===== config.mk =====
export PLATFORM = sky130hd
export DESIGN_NAME = tile_brick_fetch_flat
export DESIGN_NICKNAME = d
export VERILOG_FILES = /design/src/rtl/tile_brick_fetch_if.sv /design/src/rtl/tile_brick_fetch.sv /design/src/flat_wrapper.sv
export SDC_FILE = /design/constraint.sdc
export NUM_CORES = 1
export LEC_CHECK = 0
export CAP_MARGIN = 20
export CORE_UTILIZATION = 45
export CTS_CLUSTER_DIAMETER = 40
export CTS_CLUSTER_SIZE = 16
export DETAILED_ROUTE_END_ITERATION = 6
export DONT_BUFFER_PORTS = 1
export GPL_ROUTABILITY_DRIVEN = 0
export PLACE_DENSITY = 0.69
export SYNTH_ARGS = -nofsm -noshare
export SYNTH_HDL_FRONTEND = slang
export SYNTH_SLANG_ARGS = --single-unit

===== constraint.sdc =====
create_clock -name Clk -period 3.1 [get_ports Clk]
set_clock_uncertainty 0.15 [all_clocks]
set_input_delay 0.155 -clock Clk [delete_from_list [all_inputs] [get_ports Clk]]
set_output_delay 0.155 -clock Clk [all_outputs]
set_load 0.01 [all_outputs]

===== src/rtl/tile_brick_fetch_if.sv =====
// rtl/tile_brick_fetch_if.sv - scan-side and tile-ROM bus of the brick-tile fetch stage
interface tile_brick_fetch_if #(
  parameter int ADDR_W = 9
);
  logic              pixel_ce;
  logic              frame_start;
  logic              line_start;
  logic              de;
  logic [9:0]        DrawY;
  logic [11:0]       scroll_x;
  logic [9:0]        ground_top;
  logic [11:0]       tile_color;
  logic [ADDR_W-1:0] read_address;
  logic [11:0]       pixel_rgb;
  logic              pixel_valid;
  logic              phase_ready;

  modport master (
    output pixel_ce, frame_start, line_start, de, DrawY, scroll_x, ground_top, tile_color,
    input  read_address, pixel_rgb, pixel_valid, phase_ready
  );

  modport slave (
    input  pixel_ce, frame_start, line_start, de, DrawY, scroll_x, ground_top, tile_color,
    output read_address, pixel_rgb, pixel_valid, phase_ready
  );
endinterface


===== src/rtl/tile_brick_fetch.sv =====
// rtl/tile_brick_fetch.sv - brick-tile ROM address generator and key-colour pixel stage
module tile_brick_fetch #(
  parameter int          TILE_W    = 20,
  parameter int          TILE_H    = 20,
  parameter int          ADDR_W    = 9,
  parameter logic [11:0] KEY_COLOR = 12'h808,
  parameter logic [11:0] SKY_COLOR = 12'h5AF
) (
  input logic             Clk,
  input logic             Reset_n,
  tile_brick_fetch_if.slave bus
);
  typedef enum logic [1:0] {IDLE, MOD, RUN} state_t;

  state_t            state;
  logic [11:0]       rem;
  logic [4:0]        x_phase;
  logic [4:0]        tx;
  logic [4:0]        ty;
  logic              in_band_q;
  logic              s1_valid;
  logic              fire;
  logic [ADDR_W-1:0] ty_ext;
  logic [ADDR_W-1:0] addr_next;

  assign fire = bus.pixel_ce & bus.de;

  // ty*20 as (ty<<4)+(ty<<2) keeps the datapath multiplier-free
  always_comb begin
    ty_ext    = ADDR_W'(ty);
    addr_next = (ty_ext << 4) + (ty_ext << 2) + ADDR_W'(tx);
  end

  // Scroll phase = scroll_x mod TILE_W by repeated subtraction, once per frame
  always_ff @(posedge Clk or negedge Reset_n) begin
    if (!Reset_n) begin
      state           <= IDLE;
      rem             <= '0;
      x_phase         <= '0;
      bus.phase_ready <= 1'b0;
    end else if (bus.frame_start) begin
      state           <= MOD;
      rem             <= bus.scroll_x;
      bus.phase_ready <= 1'b0;
    end else begin
      case (state)
        IDLE: state <= IDLE;
        MOD: begin
          if (rem >= 12'(TILE_W)) begin
            rem <= rem - 12'(TILE_W);
          end else begin
            x_phase         <= 5'(rem);
            state           <= RUN;
            bus.phase_ready <= 1'b1;
          end
        end
        RUN:     bus.phase_ready <= 1'b1;
        default: state <= IDLE;
      endcase
    end
  end

  always_ff @(posedge Clk or negedge Reset_n) begin
    if (!Reset_n) begin
      tx               <= '0;
      ty               <= '0;
      in_band_q        <= 1'b0;
      s1_valid         <= 1'b0;
      bus.read_address <= '0;
      bus.pixel_rgb    <= '0;
      bus.pixel_valid  <= 1'b0;
    end else begin
      s1_valid        <= fire;
      bus.pixel_valid <= s1_valid;
      if (bus.line_start) begin
        tx <= x_phase;
        if (bus.DrawY == bus.ground_top) begin
          ty <= '0;
        end else if (bus.DrawY > bus.ground_top) begin
          ty <= (ty == 5'(TILE_H - 1)) ? 5'd0 : ty + 5'd1;
        end
      end else if (fire) begin
        tx               <= (tx == 5'(TILE_W - 1)) ? 5'd0 : tx + 5'd1;
        bus.read_address <= addr_next;
        in_band_q        <= (bus.DrawY >= bus.ground_top) & bus.phase_ready;
      end
      // ROM data is valid one edge after read_address was registered
      if (s1_valid) begin
        bus.pixel_rgb <= (in_band_q && bus.tile_color != KEY_COLOR) ? bus.tile_color : SKY_COLOR;
      end
    end
  end
endmodule

===== src/flat_wrapper.sv =====
// flat-port wrapper written by rule: the top's interface ports become plain ports
module tile_brick_fetch_flat 
#(
  parameter int          TILE_W    = 20,
  parameter int          TILE_H    = 20,
  parameter int          ADDR_W    = 9,
  parameter logic [11:0] KEY_COLOR = 12'h808,
  parameter logic [11:0] SKY_COLOR = 12'h5AF
)
  (Clk, Reset_n, bus_pixel_ce, bus_frame_start, bus_line_start, bus_de, bus_DrawY, bus_scroll_x, bus_ground_top, bus_tile_color, bus_read_address, bus_pixel_rgb, bus_pixel_valid, bus_phase_ready);
  tile_brick_fetch_if #(.ADDR_W(ADDR_W)) bus_i ();
  input logic Clk;
  input logic Reset_n;
  input wire logic [$bits(bus_i.pixel_ce)-1:0] bus_pixel_ce;
  input wire logic [$bits(bus_i.frame_start)-1:0] bus_frame_start;
  input wire logic [$bits(bus_i.line_start)-1:0] bus_line_start;
  input wire logic [$bits(bus_i.de)-1:0] bus_de;
  input wire logic [$bits(bus_i.DrawY)-1:0] bus_DrawY;
  input wire logic [$bits(bus_i.scroll_x)-1:0] bus_scroll_x;
  input wire logic [$bits(bus_i.ground_top)-1:0] bus_ground_top;
  input wire logic [$bits(bus_i.tile_color)-1:0] bus_tile_color;
  output wire logic [$bits(bus_i.read_address)-1:0] bus_read_address;
  output wire logic [$bits(bus_i.pixel_rgb)-1:0] bus_pixel_rgb;
  output wire logic [$bits(bus_i.pixel_valid)-1:0] bus_pixel_valid;
  output wire logic [$bits(bus_i.phase_ready)-1:0] bus_phase_ready;
  assign bus_i.pixel_ce = bus_pixel_ce;
  assign bus_i.frame_start = bus_frame_start;
  assign bus_i.line_start = bus_line_start;
  assign bus_i.de = bus_de;
  assign bus_i.DrawY = bus_DrawY;
  assign bus_i.scroll_x = bus_scroll_x;
  assign bus_i.ground_top = bus_ground_top;
  assign bus_i.tile_color = bus_tile_color;
  assign bus_read_address = bus_i.read_address;
  assign bus_pixel_rgb = bus_i.pixel_rgb;
  assign bus_pixel_valid = bus_i.pixel_valid;
  assign bus_phase_ready = bus_i.phase_ready;
  tile_brick_fetch #(.TILE_W(TILE_W), .TILE_H(TILE_H), .ADDR_W(ADDR_W), .KEY_COLOR(KEY_COLOR), .SKY_COLOR(SKY_COLOR)) u_core (.Clk(Clk), .Reset_n(Reset_n), .bus(bus_i));
endmodule

# After elaboration in Yosys (flattened, before gate mapping)
# Index checks and enable logic that the tools add are counted.
# op_classes
div_mod_pow,0
order_cmp,3
bitwise_logic,5
mux,16
n_eq_ne,8
shifts,0
add_sub_neg,5
reduce_logical,12
n_mul,0
# op_table
cell,count
two-way mux 12 bit,4
two-way mux 5 bit,6
"greater-or-equal comparator 12 x 5 -> 1 bit, second input constant",1
"!= test 12 bit, second input constant",1
"subtractor 12 x 5 -> 12 bit, second input constant",1
"adder 5 x 1 -> 5 bit, second input constant",2
== test 10 bit,1
"== test 5 bit, second input constant",2
greater-or-equal comparator 10 bit,1
> comparator 10 bit,1
AND reduction 2 bit,5
adder 9 x 5 -> 9 bit,1
adder 9 x 7 -> 9 bit,1
nonzero test 2 bit,4
two-way mux 2 bit,2
case mux 2 bit (2 select lines),1
"!= test 3 bit, second input constant",1
NOT 1 bit,3
AND reduction 3 bit,1
nonzero test 3 bit,1
AND 1 bit,2
"== test 2 x 1 -> 1 bit, second input constant",1
"== test 2 bit, second input constant",1
two-way mux 1 bit,2
other kinds (3),3
# totals
out_inout_bits,23
mem_bits_rw,0
regBits,54
romBits,0
latch_bits,0
word_cells,60
input_bits,50
memories,0

# Depth between registers and ports, before layout
# logic_depth
depth_word,4
depth_mapped,9
depth_no_buf,9

# Worst setup path after synthesis
# OpenSTA, ideal clock, no wires.
# synth_path
path_type,register to register
startpoint,register u_core.ty[0]
endpoint,register u_core.bus.read_address[8]
setup_slack_ps,711
setup_ps,124
arrival_time_ps,2116
stages_incl_launch_ff,10
n_path_buf,0
period_less_slack_ps,2389
t_required_ps,2826
cell_sequence,dfrtp_1 > inv_1 > fa_1 > inv_1 > ha_1 > a21o_1 > a21o_1 > a21oi_1 > nor4b_1 > a211o_1
# synth_via
elab_chain_cells,2
# synth_rtl
item,line_no,rtl
start: declaration,tile_brick_fetch.sv:19,logic [4:0] ty;
start signal: assignment,tile_brick_fetch.sv:80,ty <= (ty == 5'(TILE_H - 1)) ? 5'd0 : ty + 5'd1;
adder 9 x 7 -> 9 bit,tile_brick_fetch.sv:31,addr_next = (ty_ext << 4) + (ty_ext << 2) + ADDR_W'(tx);
adder 9 x 5 -> 9 bit,tile_brick_fetch.sv:31,
end signal: assignment,tile_brick_fetch.sv:84,bus.read_address <= addr_next;
end: declaration,tile_brick_fetch_if.sv:25,"output read_address, pixel_rgb, pixel_valid, phase_ready"
# No other way between the ends.
# A chain may end at the register's enable or synchronous reset.

# Worst setup path in the final report
# Ends and elaborated chain as after synthesis.

==> impl_summary.md <==
Yosys
Counting distinct cell types in the post-synthesis netlist gives 46. The cell with the most instances after synthesis is sky130_fd_sc_hd__dfrtp_1. Ranked by total cell area, the synthesized netlist is headed by sky130_fd_sc_hd__dfrtp_1 45%, sky130_fd_sc_hd__ha_1 9.6%, sky130_fd_sc_hd__inv_1 4.1%, sky130_fd_sc_hd__mux2_2 4.1%, sky130_fd_sc_hd__o21ai_0 4.0%. The register bit count reported by yosys is 54. In this run the cell area of the synthesized design comes to 2990 um^2. The fraction of registers with async set or reset after synthesis is 1.00. The most frequently used flop master after synthesis is sky130_fd_sc_hd__dfrtp_1. By count the netlist is led by 54 x sky130_fd_sc_hd__dfrtp_1, 33 x sky130_fd_sc_hd__inv_1, 27 x sky130_fd_sc_hd__nand2_1, 24 x sky130_fd_sc_hd__o21ai_0, 23 x sky130_fd_sc_hd__ha_1. The fraction of post-synthesis cell area in the top cell type by area is 0.452. The share of the Yosys chip area taken by registers is 0.452. The post-synthesis net count is 377. After technology mapping, the gate count stands at 302.

The number of synthesized flops with an enable pin is 0. The number of warnings reported in the yosys synthesis log is 0. The library cell occupying the most area in the post-synthesis netlist is sky130_fd_sc_hd__dfrtp_1. The average cell area after synthesis is 9.90 um^2.

Pwr
The static power due to leakage is 1.56 nW. Dividing total power by cell area gives a power density of 639 nW/um^2. The share of total power dissipated in combinational logic is 0.346. The fraction of power spent switching nets is 0.360. The internal power of the cells totals 0.00142 W. The maximum vdd ir drop is 0.000422 V. In this run the power spent charging and discharging nets is 0.000798 W.

The power share of the sequential group is 0.470. The proportion of power drawn by the clock network is 0.184.

GRT
The initial antenna violation count is 0. The total track usage is 0.183. The via count of the first global-routing pass came to 2238. The first global-routing pass estimated 10.3 mm of wire. Summed over all layers, the global routing overflow is 0.

The maximum number of pins on one net before global-route repair is 55.

Clock network
CTS saw 54 sinks. CTS built an H-tree with a depth of 2. The clock tree from TritonCTS is done. The clock insertion delay at the later pin of the skew report is 0.31 ns. The post-cts repair resize count is 0. Counting the buffers created by CTS gives 5. Clock-pin slew was measured on the worst setup and hold paths at 0.10 ns.

The cell chosen for the clock root is sky130_fd_sc_hd__clkbuf_8. The maximum count of clock buffers along a single path is 2.

Timing
The total of endpoints with negative setup slack in the final report is 0. At the pin with the least slew margin, the transition time is 0.826 ns. The final hold violation count came to 0.

The maximum clock frequency is 394 MHz. The max-slew violation count was 0. Of the available clock period, the critical path in the final layout requires 0.818.

After layout, the worst setup slack is 0.564 ns. Setup repair after global routing left no endpoint under its margin. The relative max-transition margin is 0.447. Adding up every negative setup slack in the final design gives 0 ns. The post-route minimum period is 2.54 ns.

Cells and area
Summing all multi-input logic gate instances after layout gives 1470 um^2. Of the cells placed in the final design, the portion with a size suffix greater than 1 is 0.0723. The repair_antennas step left the layout with diodes totalling 0.

Counting the fill cells in the layout gives 587. The number of standard cells in the final layout excluding fillers is 409. In the final design database the tool counted 406 nets. The area growth from synthesis to layout is 16.1%. The sequential cells in the finished layout cover a total of 1350 um^2.

Die
The die is 83.5 um tall. The floorplan step set the die width to 83.5 um. Pin placement for this block handled 73 I/O pins. The die covers 6980 um^2. The initial utilization of the core area, before any placement, comes to 0.468. The total number of placement rows is 29. The floorplan step defined a core boundary enclosing 6390 um^2.

Worst setup path
The internal reg-to-reg setup slack is 0.56 ns. The worst setup path is captured at a register. The required time reported for the critical path endpoint is 3.15 ns. The cell depth of the worst flop-to-flop path is 9. The worst setup path endpoint is u_core.bus.read_address[8]. The worst setup path is of the reg2reg kind. The endpoint identified for the worst register-to-register timing path is u_core.bus.read_address[8].

The most critical setup path has its startpoint at u_core.ty[0]. The beginning of the worst register-to-register path is u_core.ty[0]. The data arrival time at the worst-slack endpoint is 2.59 ns. In this run the worst path has a maximum fanout of 6.

The worst setup path is launched from a register.

Flow run
The count of maximum capacitance violations is 0.

Detailed routing
The violation count after the first detailed-route iteration is 99. The count of nets left with antenna violations once routing finished came out at 0. In the routed design, unresolved DRC markers number 0.

For this block, the via count after detailed routing is 2272. After detailed routing, the number of vias per cell comes to 5.56. After detailed routing, the total wire length is 5.98 mm. Dividing the detail-routed wire length by the instance count gives 14.6 um.

The first detailed-routing pass took 4 iterations.

Placement
Detailed placement finished with a half-perimeter wire length of 4.02 mm. Prior to clock tree synthesis, the placed netlist has a worst setup slack of 0.574 ns. The number of instances in the placed design is 371. The number of buffers added on ports is 0.

Run status
The run finished with clean final reports.

Worst hold path
The min-delay analysis places its worst path in the category in2reg.
==> metal layers <==
layer	share of wire	track usage
met1	0.43	0.226
met2	0.52	0.320
met3	0.035	0.0376
met4	0.010	0.0586
met5	0	0
==> stage by stage <==
step                      power (W)  hold slack [ns]  utilization  cell area, um^2
after floorplan             0.00162           -0.291            -             2990
after global placement      0.00175           -0.290        0.479             3060
after detailed placement    0.00178           -0.290        0.479             3060
after CTS                   0.00224         0.000756        0.544             3470
after global routing        0.00241           0.0306        0.544             3470
final                       0.00222           0.0137        0.544             3470
==> cell families (layout without fill, tap and decap cells) <==
| kind of cell | Yosys count | after routing | share of synthesized area |
|---|---|---|---|
| multiplexers | 13 | 13 | 0.0481 |
| AO/OA/AOI/OAI | 78 | 78 | 0.168 |
| AND/OR/NAND/NOR | 79 | 79 | 0.138 |
| buffers and inverters | 43 | 73 | 0.0552 |
| flip-flops | 54 | 54 | 0.452 |
| XOR/XNOR | 10 | 10 | 0.0293 |
| adder cells (fa/ha/maj) | 25 | 25 | 0.110 |
==> registers in the layout, indices dropped and copies added (netlist names) <==
| name | flops |
|---|---|
| u_core.bus.read_address | 9 |
| u_core.bus.pixel_rgb | 12 |
| u_core.in_band_q | 1 |
| u_core.rem | 12 |
| u_core.bus.phase_ready | 1 |
| u_core.bus.pixel_valid | 1 |
| u_core.ty | 5 |
| u_core.s1_valid | 1 |
| u_core.tx | 5 |
| u_core.state | 2 |
| u_core.x_phase | 5 |
==> worst min-delay path by stage <==
stage,endpoint,slack (ns),startpoint,cells after the start
floorplan,u_core.bus.phase_ready,-0.29,Reset_n,0
global placement,u_core.bus.pixel_rgb[4],-0.29,Reset_n,0
detailed placement,u_core.bus.pixel_rgb[4],-0.29,Reset_n,0
CTS,u_core.tx[0],0.0008,bus_line_start,3
global route,u_core.ty[1],0.03,bus_line_start,2
finish,u_core.tx[0],0.01,bus_line_start,3
==> cell usage in the layout (no fill, tap or decap), drive strengths merged, types with 7 or more instances in the layout <==
cell type / count
a21oi: 15
nor4: 7
o22a: 7
ha: 23
nand2: 27
o21ai: 25
nor2: 9
dlygate4sd3: 29
nand3: 11
inv: 34
xnor2: 9
mux2: 11
nand2b: 7
dfrtp: 54
==> power by group through the flow <==
stage,logic (W),clock network (W),registers (W)
finish,0.000766,0.000408,0.00104
global placement,0.000697,0,0.00105
CTS,0.000776,0.000422,0.00104
detailed placement,0.000718,0,0.00106
global route,0.000897,0.000452,0.00106
floorplan,0.000606,0,0.00101
==> worst max-delay path: stages, from the launching register on <==
cell and delay, ns:
sky130_fd_sc_hd__dfrtp_1 0.44, sky130_fd_sc_hd__inv_1 0.09, sky130_fd_sc_hd__fa_1 0.53, sky130_fd_sc_hd__inv_1 0.07, sky130_fd_sc_hd__ha_1 0.29, sky130_fd_sc_hd__a21o_1 0.16, sky130_fd_sc_hd__a21o_1 0.19, sky130_fd_sc_hd__a21oi_1 0.18
sky130_fd_sc_hd__nor4b_1 0.08, sky130_fd_sc_hd__a211o_1 0.25
==> final cells by class <==
cell class              count  share of cell area
repair buffers             32              0.0959
inverters                  33              0.0357
multi-input cells         205               0.425
flip-flops and latches     54               0.389
well taps                  77              0.0277
clock inverters             3             0.00721
clock buffers               5              0.0198
==> timing repair <==
action,CTS,global route
setup buffers,0,0
hold buffers,30,0
hold endpoints to repair,88,0
endpoints found under the setup margin,0,0
Power figures use the tool's default switching activity.
